$ cat config.mk
export PLATFORM = sky130hd
export DESIGN_NAME = maquina_cafe_datapath
export DESIGN_NICKNAME = d
export VERILOG_FILES = /design/src/rtl/cafe_pkg.sv /design/src/rtl/cafe_sync_edge.sv /design/src/rtl/maquina_cafe_datapath.sv
export SDC_FILE = /design/constraint.sdc
export NUM_CORES = 1
export LEC_CHECK = 0
export BUFFER_PORTS_ARGS = -buffer_cell sky130_fd_sc_hd__buf_4
export CORE_MARGIN = 5
export CORE_UTILIZATION = 55
export DETAILED_ROUTE_END_ITERATION = 10
export PLACE_DENSITY_LB_ADDON = 0.3
export REMOVE_ABC_BUFFERS = 1
export SKIP_LAST_GASP = 1
export SYNTH_ARGS = -nofsm -noshare
export SYNTH_HDL_FRONTEND = slang
export SYNTH_SLANG_ARGS = --single-unit
$ cat constraint.sdc
create_clock -name clk -period 20 [get_ports clk]
set_input_delay 3 -clock clk [delete_from_list [all_inputs] [get_ports clk]]
set_output_delay 3 -clock clk [all_outputs]
set_load 0.02 [all_outputs]
$ cat src/rtl/cafe_pkg.sv
// Shared constants for the coffee-machine datapath: controller strobe and condition bit
// positions, plus the drink-select encoding.
package cafe_pkg;

  localparam int unsigned CTRL_CLR_CREDIT  = 0;
  localparam int unsigned CTRL_LOAD_SEL    = 1;
  localparam int unsigned CTRL_DEDUCT      = 2;
  localparam int unsigned CTRL_START_TIMER = 3;
  localparam int unsigned CTRL_WATER       = 4;
  localparam int unsigned CTRL_COFFEE      = 5;
  localparam int unsigned CTRL_MILK        = 6;
  localparam int unsigned CTRL_CHANGE_STEP = 7;

  localparam int unsigned COND_AFFORD       = 0;
  localparam int unsigned COND_SEL_VALID    = 1;
  localparam int unsigned COND_DONE         = 2;
  localparam int unsigned COND_CHANGE_AVAIL = 3;
  localparam int unsigned COND_CANCEL       = 4;
  localparam int unsigned COND_FAULT        = 5;

  typedef enum logic [1:0] {
    DrinkNone = 2'd0,
    Drink1    = 2'd1,
    Drink2    = 2'd2,
    Drink3    = 2'd3
  } drink_sel_e;

endpackage

$ cat src/rtl/cafe_sync_edge.sv
// Two-flop synchronizer with a registered rising-edge pulse, one lane per bit.
module cafe_sync_edge #(
  parameter int unsigned Width = 1
) (
  input  logic             clk_i,
  input  logic             rst_ni,
  input  logic [Width-1:0] async_i,
  output logic [Width-1:0] level_o,
  output logic [Width-1:0] rise_o
);

  logic [Width-1:0] sync1_q, sync1_d;
  logic [Width-1:0] sync2_q, sync2_d;
  logic [Width-1:0] rise_q, rise_d;

  always_comb begin
    sync1_d = async_i;
    sync2_d = sync1_q;
    rise_d  = sync1_q & ~sync2_q;
  end

  always_ff @(posedge clk_i or negedge rst_ni) begin
    if (!rst_ni) begin
      sync1_q <= '0;
      sync2_q <= '0;
      rise_q  <= '0;
    end else begin
      sync1_q <= sync1_d;
      sync2_q <= sync2_d;
      rise_q  <= rise_d;
    end
  end

  assign level_o = sync2_q;
  assign rise_o  = rise_q;

endmodule

$ cat src/rtl/maquina_cafe_datapath.sv
// Coffee-machine datapath: credit, drink select, dispense timer and fault under controller strobes.
// Optional cancel latch built when CAFE_CANCEL_EN is defined.
module maquina_cafe_datapath
  import cafe_pkg::*;
#(
  parameter int unsigned CREDIT_W    = 12,
  parameter int unsigned TIMER_W     = 8,
  parameter int unsigned COIN_A      = 100,
  parameter int unsigned COIN_B      = 500,
  parameter int unsigned CHANGE_UNIT = 100,
  parameter int unsigned PRICE1      = 300,
  parameter int unsigned PRICE2      = 400,
  parameter int unsigned PRICE3      = 500,
  parameter int unsigned TIME1       = 40,
  parameter int unsigned TIME2       = 60,
  parameter int unsigned TIME3       = 80
) (
  input  logic                clk,
  input  logic                rst,
  input  logic [7:0]          ctrl,
  input  logic [1:0]          coin_in,
  input  logic [1:0]          sel_in,
  input  logic                cancel_in,
  output logic [5:0]          cond,
  output logic [CREDIT_W-1:0] credit,
  output logic                water,
  output logic                coffee,
  output logic                milk,
  output logic                change_out
);

  localparam int unsigned CW = CREDIT_W + 2;
  localparam logic [CW-1:0] CreditMax = {2'b00, {CREDIT_W{1'b1}}};

  function automatic logic [CW-1:0] price_of(input drink_sel_e s);
    case (s)
      Drink1:  price_of = CW'(PRICE1);
      Drink2:  price_of = CW'(PRICE2);
      Drink3:  price_of = CW'(PRICE3);
      default: price_of = '0;
    endcase
  endfunction

  function automatic logic [TIMER_W-1:0] time_of(input drink_sel_e s);
    case (s)
      Drink1:  time_of = TIMER_W'(TIME1);
      Drink2:  time_of = TIMER_W'(TIME2);
      Drink3:  time_of = TIMER_W'(TIME3);
      default: time_of = '0;
    endcase
  endfunction

  logic [1:0] coin_lvl_unused;
  logic [1:0] coin_rise;
  logic [1:0] sel_sync;
  logic [1:0] sel_rise_unused;
  logic       cancel_rise;

  cafe_sync_edge #(.Width(2)) u_sync_coin (
    .clk_i   (clk),
    .rst_ni  (rst),
    .async_i (coin_in),
    .level_o (coin_lvl_unused),
    .rise_o  (coin_rise)
  );

  cafe_sync_edge #(.Width(2)) u_sync_sel (
    .clk_i   (clk),
    .rst_ni  (rst),
    .async_i (sel_in),
    .level_o (sel_sync),
    .rise_o  (sel_rise_unused)
  );

`ifdef CAFE_CANCEL_EN
  logic cancel_lvl_unused;

  cafe_sync_edge #(.Width(1)) u_sync_cancel (
    .clk_i   (clk),
    .rst_ni  (rst),
    .async_i (cancel_in),
    .level_o (cancel_lvl_unused),
    .rise_o  (cancel_rise)
  );
`else
  logic cancel_in_unused;
  assign cancel_in_unused = cancel_in;
  assign cancel_rise      = 1'b0;
`endif

  logic [CREDIT_W-1:0] credit_q, credit_d;
  drink_sel_e          sel_q, sel_d;
  logic [TIMER_W-1:0]  timer_q, timer_d;
  logic                armed_q, armed_d;
  logic                done_q, done_d;
  logic                fault_q, fault_d;
  logic                cancel_q, cancel_d;
  logic [5:0]          cond_q, cond_d;
  logic [2:0]          act_q, act_d;
  logic                change_q, change_d;

  logic [CW-1:0] coin_sum, gross, price, deduct_amt, change_amt, net;
  logic          deduct_skip, change_ok, forfeit;

  always_comb begin
    coin_sum = '0;
    if (coin_rise[0]) coin_sum = coin_sum + CW'(COIN_A);
    if (coin_rise[1]) coin_sum = coin_sum + CW'(COIN_B);
    gross = {2'b00, credit_q} + coin_sum;
    price = price_of(sel_q);

    deduct_amt  = '0;
    change_amt  = '0;
    deduct_skip = 1'b0;
    change_ok   = 1'b0;
    forfeit     = 1'b0;

    if (ctrl[CTRL_DEDUCT] && (sel_q != DrinkNone)) begin
      if (gross < price) deduct_skip = 1'b1;
      else               deduct_amt  = price;
    end
    if (ctrl[CTRL_CHANGE_STEP]) begin
      if ({2'b00, credit_q} >= CW'(CHANGE_UNIT)) begin
        change_ok  = 1'b1;
        change_amt = CW'(CHANGE_UNIT);
      end else begin
        forfeit = 1'b1;
      end
    end

    // A forfeited remainder is dropped, but coins landing that same cycle are still credited.
    net = forfeit ? coin_sum : (gross - deduct_amt - change_amt);

    fault_d = fault_q | deduct_skip;
    if (net[CW-1]) begin
      credit_d = '0;
    end else if (net > CreditMax) begin
      credit_d = '1;
      fault_d  = 1'b1;
    end else begin
      credit_d = net[CREDIT_W-1:0];
    end

    cancel_d = cancel_q | cancel_rise;

    if (ctrl[CTRL_CLR_CREDIT]) begin
      credit_d  = '0;
      fault_d   = 1'b0;
      cancel_d  = 1'b0;
      change_ok = 1'b0;
    end
    change_d = change_ok;

    sel_d = ctrl[CTRL_LOAD_SEL] ? drink_sel_e'(sel_sync) : sel_q;

    timer_d = timer_q;
    done_d  = done_q;
    armed_d = armed_q;
    if (ctrl[CTRL_START_TIMER]) begin
      timer_d = time_of(sel_q);
      done_d  = 1'b0;
      armed_d = 1'b1;
    end else begin
      if (timer_q != '0) timer_d = timer_q - 1'b1;
      // armed covers both the 1->0 step and a zero-length start
      if (armed_q && (timer_q <= TIMER_W'(1))) begin
        done_d  = 1'b1;
        armed_d = 1'b0;
      end
    end

    cond_d = '0;
    cond_d[COND_AFFORD]       = (sel_d != DrinkNone) && ({2'b00, credit_d} >= price_of(sel_d));
    cond_d[COND_SEL_VALID]    = (sel_d != DrinkNone);
    cond_d[COND_DONE]         = done_d;
    cond_d[COND_CHANGE_AVAIL] = ({2'b00, credit_d} >= CW'(CHANGE_UNIT));
    cond_d[COND_CANCEL]       = cancel_d;
    cond_d[COND_FAULT]        = fault_d;

    act_d = ctrl[CTRL_MILK:CTRL_WATER] & {3{~fault_d}};
  end

  always_ff @(posedge clk or negedge rst) begin
    if (!rst) begin
      credit_q <= '0;
      sel_q    <= DrinkNone;
      timer_q  <= '0;
      armed_q  <= 1'b0;
      done_q   <= 1'b0;
      fault_q  <= 1'b0;
      cancel_q <= 1'b0;
      cond_q   <= '0;
      act_q    <= '0;
      change_q <= 1'b0;
    end else begin
      credit_q <= credit_d;
      sel_q    <= sel_d;
      timer_q  <= timer_d;
      armed_q  <= armed_d;
      done_q   <= done_d;
      fault_q  <= fault_d;
      cancel_q <= cancel_d;
      cond_q   <= cond_d;
      act_q    <= act_d;
      change_q <= change_d;
    end
  end

  assign cond       = cond_q;
  assign credit     = credit_q;
  assign water      = act_q[0];
  assign coffee     = act_q[1];
  assign milk       = act_q[2];
  assign change_out = change_q;

endmodule

Word level (Yosys, flattened, before mapping)
Index checks and enable logic that the tools add are counted.
{"block": "word_totals", "register_bits": 46, "input_bits": 15}
{"block": "op_classes", "reduce_logical": 8, "n_eq_ne": 6, "add_sub_neg": 5, "mux": 31, "bitwise": 5, "n_lt_le_gt_ge": 6}
{"cell": "two-way mux 14 bit", "n": 4}
{"cell": "case mux 9 bit (3 select lines)", "n": 2}
{"cell": "two-way mux 12 bit", "n": 3}
{"cell": "subtractor 14 bit", "n": 2}
{"cell": "greater-or-equal comparator 12 x 7 -> 1 bit, second input constant", "n": 2}
{"cell": "two-way mux 7 bit", "n": 3}
{"cell": "case mux 7 bit (3 select lines)", "n": 1}
{"cell": "two-way mux 8 bit", "n": 2}
{"cell": "two-way mux 1 bit", "n": 15}
{"cell": "adder 12 x 14 -> 14 bit", "n": 1}
{"cell": "adder 14 x 9 -> 14 bit, second input constant", "n": 1}
{"cell": "greater-or-equal comparator 12 x 14 -> 1 bit", "n": 1}
{"cell": "> comparator 14 x 12 -> 1 bit, second input constant", "n": 1}
{"cell": "< comparator 14 bit", "n": 1}
{"cell": "== test 2 bit, second input constant", "n": 4}
{"cell": "<= comparator 8 x 1 -> 1 bit, second input constant", "n": 1}
{"cell": "nonzero test 2 bit", "n": 4}
{"cell": "nonzero test 8 bit", "n": 1}
{"cell": "subtractor 8 x 1 -> 8 bit, second input constant", "n": 1}
{"cell": "== test 2 x 1 -> 1 bit, second input constant", "n": 2}
{"cell": "AND 3 bit", "n": 1}
{"cell": "logical AND 1 bit", "n": 3}
{"cell": "AND 2 bit", "n": 1}
{"cell": "two-way mux 2 bit", "n": 1}
{"cell": "other kinds (3)", "n": 3}

Logic depth before layout (Yosys ltp)
Gate-level depths: netlist (run 1).
{"block": "logic_depth", "ltp_word": 16, "depth_mapped": 33}

By module
Synthesis (run 1) repeated with hierarchy kept, for this count alone.
{"block": "unflattened", "hier_cells": 351, "hier_area_um2": 3399.5}
{"mod": "maquina_cafe_datapath", "area_each_um2": 3044.2, "n_inst": 1, "cells_each": 335}
{"mod": "cafe_sync_edge", "area_each_um2": 177.7, "n_inst": 2, "cells_each": 8}

Worst setup path before layout (run 1)
No wires, ideal clock.
{"block": "synth_timing", "path_kind": "input -> register", "start": "in ctrl[2]", "end": "reg cond_q[0], in the netlist cond[0]", "n_path_buf": 0, "stages": 20, "arrival_time_ns": 6.883, "path_slack_ns": 12.980, "cell_sequence": "nand2b_1 or3_2 fa_1 ha_1 o211ai_1 a21oi_1 o22a_1 and2_1 a32oi_2 nand3_1 o21a_1 ha_1 nor2b_1 o21a_1 o21ai_0 nand2b_1 a21oi_1 nor2b_1 a2111oi_2 o22ai_1"}
{"block": "synth_between", "elab_chain_cells": 11}
{"item": "start, declared", "line": "maquina_cafe_datapath.sv:20", "source": "input logic [7:0] ctrl,"}
{"item": "logical AND 1 bit (*)", "line": "maquina_cafe_datapath.sv:118", "source": "if (ctrl[CTRL_DEDUCT] && (sel_q != DrinkNone)) begin"}
{"item": "two-way mux 14 bit (*)", "line": "maquina_cafe_datapath.sv:118"}
{"item": "subtractor 14 bit (*) (2 in a row)", "line": "maquina_cafe_datapath.sv:132", "source": "net = forfeit ? coin_sum : (gross - deduct_amt - change_amt);"}
{"item": "two-way mux 14 bit (*)", "line": "maquina_cafe_datapath.sv:132"}
{"item": "> comparator 14 x 12 -> 1 bit", "line": "maquina_cafe_datapath.sv:137", "source": "end else if (net > CreditMax) begin"}
{"item": "two-way mux 12 bit", "line": "maquina_cafe_datapath.sv:137"}
{"item": "two-way mux 12 bit (*)", "line": "maquina_cafe_datapath.sv:135", "source": "if (net[CW-1]) begin"}
{"item": "two-way mux 12 bit (*)", "line": "maquina_cafe_datapath.sv:146", "source": "if (ctrl[CTRL_CLR_CREDIT]) begin"}
{"item": "net credit_d[3]", "line": "maquina_cafe_datapath.sv:91", "source": "logic [CREDIT_W-1:0] credit_q, credit_d;"}
{"item": "greater-or-equal comparator 12 x 14 -> 1 bit (*)", "line": "maquina_cafe_datapath.sv:173", "source": "cond_d[COND_AFFORD] = (sel_d != DrinkNone) && ({2'b00, credit_d} >= price_of(sel_d));"}
{"item": "logical AND 1 bit (*)", "line": "maquina_cafe_datapath.sv:173"}
{"item": "net cond_d[0]", "line": "maquina_cafe_datapath.sv:98", "source": "logic [5:0] cond_q, cond_d;"}
{"item": "end signal, assigned", "line": "maquina_cafe_datapath.sv:203", "source": "cond_q <= cond_d;"}
{"item": "end, declared", "line": "maquina_cafe_datapath.sv:98"}
The timed path passes the listed nets; every way through them passes the cells marked *.
A chain may end at the register's enable or synchronous reset.

Final worst setup path (run 1)
{"block": "layout_timing", "start": "reg u_sync_coin.rise_q[1], in the netlist u_sync_coin.rise_o[1]", "end": "reg cond_q[0], in the netlist cond[0]"}
{"block": "layout_between", "elab_chain_cells": 14}
{"item": "start, declared", "line": "cafe_sync_edge.sv:14", "source": "logic [Width-1:0] rise_q, rise_d;"}
{"item": "start signal, assigned", "line": "cafe_sync_edge.sv:30", "source": "rise_q <= rise_d;"}
{"item": "two-way mux 14 bit (*)", "line": "maquina_cafe_datapath.sv:108", "source": "if (coin_rise[1]) coin_sum = coin_sum + CW'(COIN_B);"}
{"item": "adder 12 x 14 -> 14 bit", "line": "maquina_cafe_datapath.sv:109", "source": "gross = {2'b00, credit_q} + coin_sum;"}
{"item": "< comparator 14 bit", "line": "maquina_cafe_datapath.sv:119", "source": "if (gross < price) deduct_skip = 1'b1;"}
{"item": "two-way mux 14 bit", "line": "maquina_cafe_datapath.sv:119"}
{"item": "two-way mux 14 bit", "line": "maquina_cafe_datapath.sv:118"}
{"item": "subtractor 14 bit (2 in a row)", "line": "maquina_cafe_datapath.sv:132"}
{"item": "two-way mux 14 bit (*)", "line": "maquina_cafe_datapath.sv:132"}
{"item": "> comparator 14 x 12 -> 1 bit", "line": "maquina_cafe_datapath.sv:137"}
{"item": "two-way mux 12 bit", "line": "maquina_cafe_datapath.sv:137"}
{"item": "two-way mux 12 bit (*)", "line": "maquina_cafe_datapath.sv:135"}
{"item": "two-way mux 12 bit (*)", "line": "maquina_cafe_datapath.sv:146"}
{"item": "net credit_d[3]", "line": "maquina_cafe_datapath.sv:91"}
{"item": "greater-or-equal comparator 12 x 14 -> 1 bit (*)", "line": "maquina_cafe_datapath.sv:173"}
{"item": "logical AND 1 bit (*)", "line": "maquina_cafe_datapath.sv:173"}
{"item": "net cond_d[0]", "line": "maquina_cafe_datapath.sv:98"}
Marked as above.

==> results of run 1 <==
[cell usage in the layout, fill, tap and decap left out, drive strengths merged, types with 2 or more instances in the layout]
cell type and n:
ha 48, dfrtp 42, inv 41, buf 34, nand2 24, a21oi 22
nor2 21, xnor2 16, nor3 12, o21a 10, and2 10, o21ai 10
nand4 6, clkbuf 6, nor2b 5, a21boi 5, a211oi 5, o211ai 5
a21o 4, nand2b 4, xor2 4, a311oi 4, or3 4, o22ai 3
nand3 3, and3 3, o31ai 3, fa 3, nor4 2, a22oi 2
a221o 2
[power groups by stage]
stage,clock [µW],sequential (µW),combinational (µW)
4_1_cts,69.9,127,515
6_report,68.7,127,518
2_1_floorplan,0,142,369
5_1_grt,74.6,130,576
3_3_place_gp,0,128,501
3_5_place_dp,0,129,510
[layout make-up]
type / count / area [µm²]
flip-flops and latches: 42 / 1051
fillers: 508 / 2138
well taps: 75 / 93.84
repair buffers: 34 / 255.2
inverters: 41 / 153.9
multi-input cells: 262 / 2046
clock buffers: 6 / 82.58
clock inverters: 1 / 30.03
[how the worst max path moves through the flow]
stage	start	to	slack, ns	cells past startpoint
finish	u_sync_coin.rise_o[1]	cond[0]	12.57	31
global route	u_sync_coin.rise_o[1]	cond[0]	12.02	31
CTS	u_sync_coin.rise_o[1]	cond[0]	12.61	31
detailed placement	ctrl[2]	cond[0]	12.42	21
global placement	ctrl[2]	cond[0]	12.47	21
floorplan	ctrl[2]	cond[0]	12.97	20
[synthesized netlist by cell type, types with 2 or more instances]
cell,n
sky130_fd_sc_hd__a211oi_1,4
sky130_fd_sc_hd__a21boi_1,4
sky130_fd_sc_hd__a21o_1,4
sky130_fd_sc_hd__a21oi_1,20
sky130_fd_sc_hd__a21oi_2,2
sky130_fd_sc_hd__a22oi_1,2
sky130_fd_sc_hd__a311oi_1,3
sky130_fd_sc_hd__and2_1,8
sky130_fd_sc_hd__and3_1,3
sky130_fd_sc_hd__buf_4,3
sky130_fd_sc_hd__clkbuf_1,3
sky130_fd_sc_hd__dfrtp_1,42
sky130_fd_sc_hd__fa_1,3
sky130_fd_sc_hd__ha_1,48
sky130_fd_sc_hd__inv_1,41
sky130_fd_sc_hd__nand2_1,24
sky130_fd_sc_hd__nand2b_1,4
sky130_fd_sc_hd__nand3_1,3
sky130_fd_sc_hd__nand4_1,6
sky130_fd_sc_hd__nor2_1,21
sky130_fd_sc_hd__nor2b_1,5
sky130_fd_sc_hd__nor3_1,12
sky130_fd_sc_hd__nor4_1,2
sky130_fd_sc_hd__o211ai_1,4
sky130_fd_sc_hd__o21a_1,10
sky130_fd_sc_hd__o21ai_0,8
sky130_fd_sc_hd__o22ai_1,3
sky130_fd_sc_hd__o31ai_1,3
sky130_fd_sc_hd__or3_1,2
sky130_fd_sc_hd__or3_2,2
sky130_fd_sc_hd__xnor2_1,16
sky130_fd_sc_hd__xor2_1,3
[sequential cells by signal, summed over array words and instances (netlist names)]
signal,count
u_sync_sel.sync1_q,2
u_sync_sel.level_o,2
u_sync_coin.level_o,2
armed_q,1
act_q,3
timer_q,8
credit,12
u_sync_coin.sync1_q,2
cond,5
sel_q,2
change_out,1
u_sync_coin.rise_o,2
[kinds of logic (layout without fill, tap and decap cells)]
| kind of cell | after synthesis | after routing | synth area share, % |
|---|---|---|---|
| other | 1 | 1 | 0.1142 |
| xor gates and xnor gates | 21 | 21 | 6.248 |
| adders and majority gates | 51 | 51 | 20.11 |
| and+or+nand+nor | 99 | 99 | 15.58 |
| buffers and inverters | 47 | 82 | 5.714 |
| DFF | 42 | 42 | 32.00 |
| AOI/OAI and AO/OA | 90 | 90 | 20.23 |
[per-layer routing]
metal  part of all wire, %  GRT usage (%)  up-vias
met2                    48          33.49       67
met1                    45          27.78     1286
met5                     0              0        -
li1                      -              -     1311
met4                   1.8          7.810        0
met3                   5.3          3.974       12
[stage by stage]
stage / hold slack (ns) / cells
detailed placement: 0.3371 / 454
finish: 0.3517 / 461
global route: 0.3653 / 461
global placement: 0.3317 / 454
CTS: 0.3551 / 461
floorplan: 0.3312 / 345
[worst register-to-register path: cells and delay by family (launching register included)]
kind	cells	cell delay [ns]
fa+ha+maj	7	2.18
compound gates	14	2.64
buf+inv	2	0.16
simple gates	7	1.50
flops	1	0.52
xor+xnor	1	0.30
==> out/summary.md, run 1 <==
After detailed routing, the number of remaining DRC violations is 0. The share of total power consumed by net switching is 48.71%, and the number of buffers inserted by hold repair at cts is 0. After the last flow step, the layout net total stands at 452. The placed instances occupy a cell area of 3600 µm². The class of the tightest hold or removal check is reg2reg. For this run the aggregate overflow at the end of global routing stands at 0. The smallest clock period supported by the final layout is computed as 7.432 ns. Total die area: 7617 µm². The register-to-register setup slack was 12.57 ns; the setup clock skew after layout was 0.004448 ns. The number of max-slew violations in the final report came out at 0.

The top cell type by area accounts for 32.00% of the synthesized area. During I/O placement, the number of pins put on the boundary was 37. The tools report the core utilization of the finished layout as 63.45%. Timing would allow up to 134.6 MHz. Row generation in the floorplan step produced 28 rows. The path with the worst hold slack has its endpoint at u_sync_sel.level_o[0]. The core region is 5851 µm². The finished cells cover 3712 µm². The critical setup path kind is reg2reg.

Number of buffers created by CTS: 5. In this run the mean area of a mapped cell was 9.357 µm². Counting every sink on the clock net gives 42. Compared with the post-synthesis result, the final layout area differs by 13.03%. The initial core utilization was 56.14%.

Measured in cells, the most critical reg-to-reg path has a length of 31. The design draws 714.5 µW. The actual transition at the worst max-transition pin works out to 0.7634 ns. Yosys attributes the largest share of cell area to sky130_fd_sc_hd__dfrtp_1 32%, sky130_fd_sc_hd__ha_1 18%, sky130_fd_sc_hd__inv_1 4.7%. The endpoint arrival time on the critical path is 7.60 ns. Detailed placement finished with a half-perimeter wire length of 5.843 mm. The maximum root-to-sink buffer count is 2, and the Yosys warning count is 0. The post-CTS setup buffer count is 0. Of all nets on the critical path, the largest fanout is 8. For the distinct cell type count of the synthesized netlist, the log shows 65. Largest area contributor in the netlist: sky130_fd_sc_hd__dfrtp_1. Power spread over the standard cell area amounts to 192.5 nW/µm². In the synthesized netlist the async set-or-reset flop fraction comes to 100.0%.

The first detailed-routing pass took 5 iterations. In the final layout, the share of cells above drive strength 1 is 14.77%. Along the worst hold path, the cell count comes to 0. Synthesis handed over a netlist of 351 instances.

The number of enable flip-flop cells after synthesis is 0, and the final hold violation count is 0. The detail route stage leaves a number of antenna-violating nets equal to 0. The run finished with clean final reports. Cell type with the highest occurrence count on the critical path: sky130_fd_sc_hd__ha_1. The run gives 0 ns as the final sum of negative setup slack.

In the final routed layout, each cell accounts on average for 15.80 µm. IR analysis of the VDD net gives a maximum drop of 94.63 µV. The clock-pin transition on the worst setup and hold timing paths works out to 0.08 ns.

Setup repair after global routing left no endpoint under its margin. Via count of the first global-routing pass: 2530. The tools report the global-route wire length before repair as 12.34 mm.

The worst setup path is captured at a flop. Launch point of the worst reg-to-reg path: u_sync_coin.rise_o[1]. Weighted congestion at the end of routability-driven global placement: 0.8841. Flip-flop cell with the highest count after synthesis: sky130_fd_sc_hd__dfrtp_1. 0 antenna diodes ended up in the layout.

The final critical-path setup slack was 12.57 ns; the post-synthesis cell area was 3284 µm². The initial antenna violation count is 0. The routed layout has 2676 vias. Global routing consumed, over all layers together, 20.82% of the routing resources. The kind of cell adding the most delay to the critical path is compound AO/OA/AOI/OAI gates. Of the available clock period, the critical path in the final layout requires 37.16%. The die height came out at 87.28 µm. For this run, the register share of the synthesized area comes to 32.00%.

The aggregate routed wire length is 7.286 mm. Per report_power, the sequential group accounts for 17.8% of the total. The clock network is responsible for 9.6% of the overall power. The tools report the post-cts gate resize count as 0.

Among all stages on the critical path, the largest delay is contributed by sky130_fd_sc_hd__dfrtp_1. The startpoint type of the worst setup path is a flop. TritonCTS built the clock tree. The H-tree depth is 2, and the post-placement setup slack is 12.42 ns. Dividing the detail-routed via count by the number of cells gives 5.805.

During placement, the flow inserted port buffers numbering 34. At the worst endpoint, the required time is 20.17 ns. Together, buffers and inverters on the worst path number 2. The horizontal die dimension is 87.28 µm, and the final count of negative-setup-slack endpoints is 0. The detailed router finished its first iteration with 163 violations. Measured against its own limit, the worst slew margin works out to 48.64%. The tools report the combinational cell fraction of total power as 72.6%.

For the switching component of the power, the log shows 348.0 µW. The endpoint identified for the worst register-to-register timing path is cond[0]. The run gives 0.001817 µW as the leakage component of the power. Critical hold path startpoint: u_sync_sel.sync1_q[0]. Synthesis inferred 42 register bits.

Number of max-capacitance violations reported: 0. For this run, the slowest stage of the critical path takes 0.52 ns. At the later pin of the worst-skew pair, clock insertion delay measures 0.30 ns. In this run the clock root is driven by a sky130_fd_sc_hd__clkbuf_8. The internal power of the cells totals 366.5 µW.

Entering global routing, the biggest net connects 43 pins.
Note: power is estimated with default switching activity, not from simulation.
==> inputs of run 2 (changes only) <==
==> constraint.sdc (replaced) <==
create_clock -name clk -period 7.12 [get_ports clk]
set_input_delay 1.068 -clock clk [delete_from_list [all_inputs] [get_ports clk]]
set_output_delay 1.068 -clock clk [all_outputs]
set_load 0.02 [all_outputs]
==> run 2 against run 1 <==
Net effect:
- fmax up 9.9%
- critical path depth down 1
- die area unchanged
- global-route usage up 0.80 points
- register-to-register slack worse by 12 ns
- routed wire length up 5.0%
- non-clock buffer count up 9
- cell count up 2.2%
- hold slack about the same
- critical endpoint unchanged
==> out/summary.md, run 2 (same netlist as run 1, synthesis figures left out) <==
The run finished with clean final reports. Tightest slew margin relative to the limit: 46.73%. Number of flip-flops under the largest register name: 12. The path with the worst hold slack has its endpoint at u_sync_sel.level_o[1].

Entering global routing, the biggest net connects 43 pins. The tools report the via total after detailed routing as 2731. The class of the tightest hold or removal check is reg2reg. The run gives 0.36 ns as the register-to-register setup slack. At the end of the flow, the number of nets in the layout was 461.

After detailed routing, the average wire length per cell comes to 16.25 µm. TritonCTS built the clock tree. The first detailed-routing pass took 4 iterations.

After detailed routing, the number of vias per cell comes to 5.798. The run gives 7617 µm² as the total die area. Along the worst path, the maximum fanout reaches 6.

In this run the horizontal extent of the chip is 87.28 µm. The post-route clock period utilization was 94.95%; the highest cell delay on the worst timing path was 0.58 ns. Setup violations remaining at the end of the flow were counted as 0.

The worst register-to-register path begins at u_sync_coin.rise_o[1]. The tools report the critical path endpoint category as a flop. The weighted congestion at the end of routability-driven global placement was 0.9482; the final sum of negative setup slack was 0 ns. For the via count of the first global-routing pass, the log shows 2804. Wires add up to 7.652 mm. The die is 87.28 µm tall. During I/O placement, the number of pins put on the boundary was 37. The floorplan has 28 rows.

Detailed placement ended at an HPWL of 6.107 mm. The end of the worst register-to-register path was cond[0]. The number of antenna diodes in the final layout is 0. The number of buffers inserted by hold repair at cts was 0; the area growth from synthesis to layout was 17.79%. After the first detailed-routing iteration, the DRC count stood at 155.

The tools report the register area as 1052 µm². Among the stages of the critical path, the cell type that occurs most often is sky130_fd_sc_hd__ha_1. The setup path with the least slack is of type reg2reg. The initial antenna violation count was 0; the number of max-slew violations in the final report was 0. At the worst endpoint, the required time is 7.28 ns. In this run the most critical hold path is launched from u_sync_sel.sync1_q[1]. Leaving out fill and tap cells, the most frequent cells in the layout are 44 x sky130_fd_sc_hd__ha_1, 42 x sky130_fd_sc_hd__buf_4, 41 x sky130_fd_sc_hd__dfrtp_1, 40 x sky130_fd_sc_hd__inv_1, 24 x sky130_fd_sc_hd__nand2_1. In the final routing, the length of wire on met1 measures 3.358 mm.

The H-tree depth came out at 2. The most frequent standard cell in the layout excluding fill and tap cells was sky130_fd_sc_hd__ha_1. For the all-layer global routing usage, the log shows 21.63%.

The total congestion overflow after global routing is 0. The worst register-to-register path has a depth of 30. Detailed routing placed a total of 3.700 mm of wire on met2. The core region is 5851 µm².

Buffer cell driving the clock tree root: sky130_fd_sc_hd__clkbuf_8. The global-route wire length before repair came out at 12.91 mm. The clock arrives with 0.007269 ns of skew. In this run the deepest clock path goes through 2 buffers. The final hold violation count was 0; the clock net sink count was 42. The shortest clock period the worst path allows after layout was 6.761 ns; the number of cells on the worst hold path was 0. In this run the remaining antenna-violating nets after routing total 0. Fill cells in the final layout number 489.

Initial core utilization: 56.14%. The tool flagged a number of max-cap violations equal to 0. At the pin with the least slew margin, the transition time is 0.7917 ns. For this run, design rule violations remaining after detail routing come to 0. The tools report the multi-input gate area in the final layout as 2132 µm². For the worst setup path, the data arrival time is 6.92 ns.

Based on the critical path, the design can be clocked at up to 147.9 MHz. After clock tree synthesis, the clock-pin slew on the worst setup and hold paths is 0.08 ns. At the later pin of the worst-skew pair, clock insertion delay measures 0.29 ns. The tools report the met3 wire length as 438 µm. In this run the top signal layer used is met4. Setup repair after global routing left no endpoint under its margin. Ratio of cells with drive above 1 in the final layout: 20.20%. On the critical path, the stage with the largest delay is an instance of sky130_fd_sc_hd__fa_1. STA classifies the critical path startpoint as a flop. During placement, the flow inserted port buffers numbering 34. Number of buffers created by CTS: 5.
## run 2: cell types whose count changed in the layout (fill, tap and decap cells not counted), sizes merged
cell	change
clkinvlp	+1
buf	+9
## run 2: metal layers
metal | vias up | global-route usage [%]
met5 | - | 0
met3 | 15 | 4.257
met4 | 0 | 8.647
met2 | 96 | 35.41
li1 | 1326 | -
met1 | 1294 | 27.99
## run 2: critical path: cells and delay by family, from the launching register on
kind | cells | cell delay [ns]
adders and majority gates | 6 | 1.98
and+or+nand+nor | 7 | 1.35
xor gates and xnor gates | 1 | 0.24
AOI/OAI and AO/OA | 14 | 2.40
buffers and inverters | 2 | 0.18
DFF | 1 | 0.46
## run 2: area by class of cell
class                   instances  share of cell area, %
well taps                      75                  2.426
flip-flops and latches         42                  27.20
clock buffers                   6                  1.876
clock inverters                 2                 0.9702
multi-input cells             262                  55.11
inverters                      41                  3.978
repair buffers                 43                  8.441
## run 2: worst max path at each step
| stage | start | endpoint | slack [ns] | depth (start not counted) |
|---|---|---|---|---|
| after floorplan | u_sync_coin.rise_o[1] | cond[0] | 0.61 | 31 |
| after global placement | u_sync_coin.rise_o[1] | cond[0] | 0.32 | 31 |
| after detailed placement | u_sync_coin.rise_o[1] | cond[0] | 0.04 | 31 |
| after CTS | u_sync_coin.rise_o[1] | cond[0] | 0.03 | 31 |
| after global routing | u_sync_coin.rise_o[1] | cond[0] | 0.0002 | 30 |
| final | u_sync_coin.rise_o[1] | cond[0] | 0.36 | 30 |
## run 2: timing repair
action,CTS,global route
setup endpoints to repair,0,1
buffers inserted,0,2
resized for setup,0,20
## run 2: per-stage QoR
step	cell area, µm²	hold slack, ns	util [%]	setup WS [ns]	instances
2_1_floorplan	3251	0.3312	-	0.6121	345
3_3_place_gp	3652	0.3314	62.43	0.3237	461
3_5_place_dp	3652	0.3356	62.43	0.04455	461
4_1_cts	3762	0.3549	64.31	0.03395	469
5_1_grt	3869	0.3683	66.12	0.0002109	471
6_report	3869	0.3515	66.12	0.3592	471
Power of run 2 is left out: the tool's default activity adds up to more than one toggle a clock period on the data nets, which glitch-free logic cannot reach.
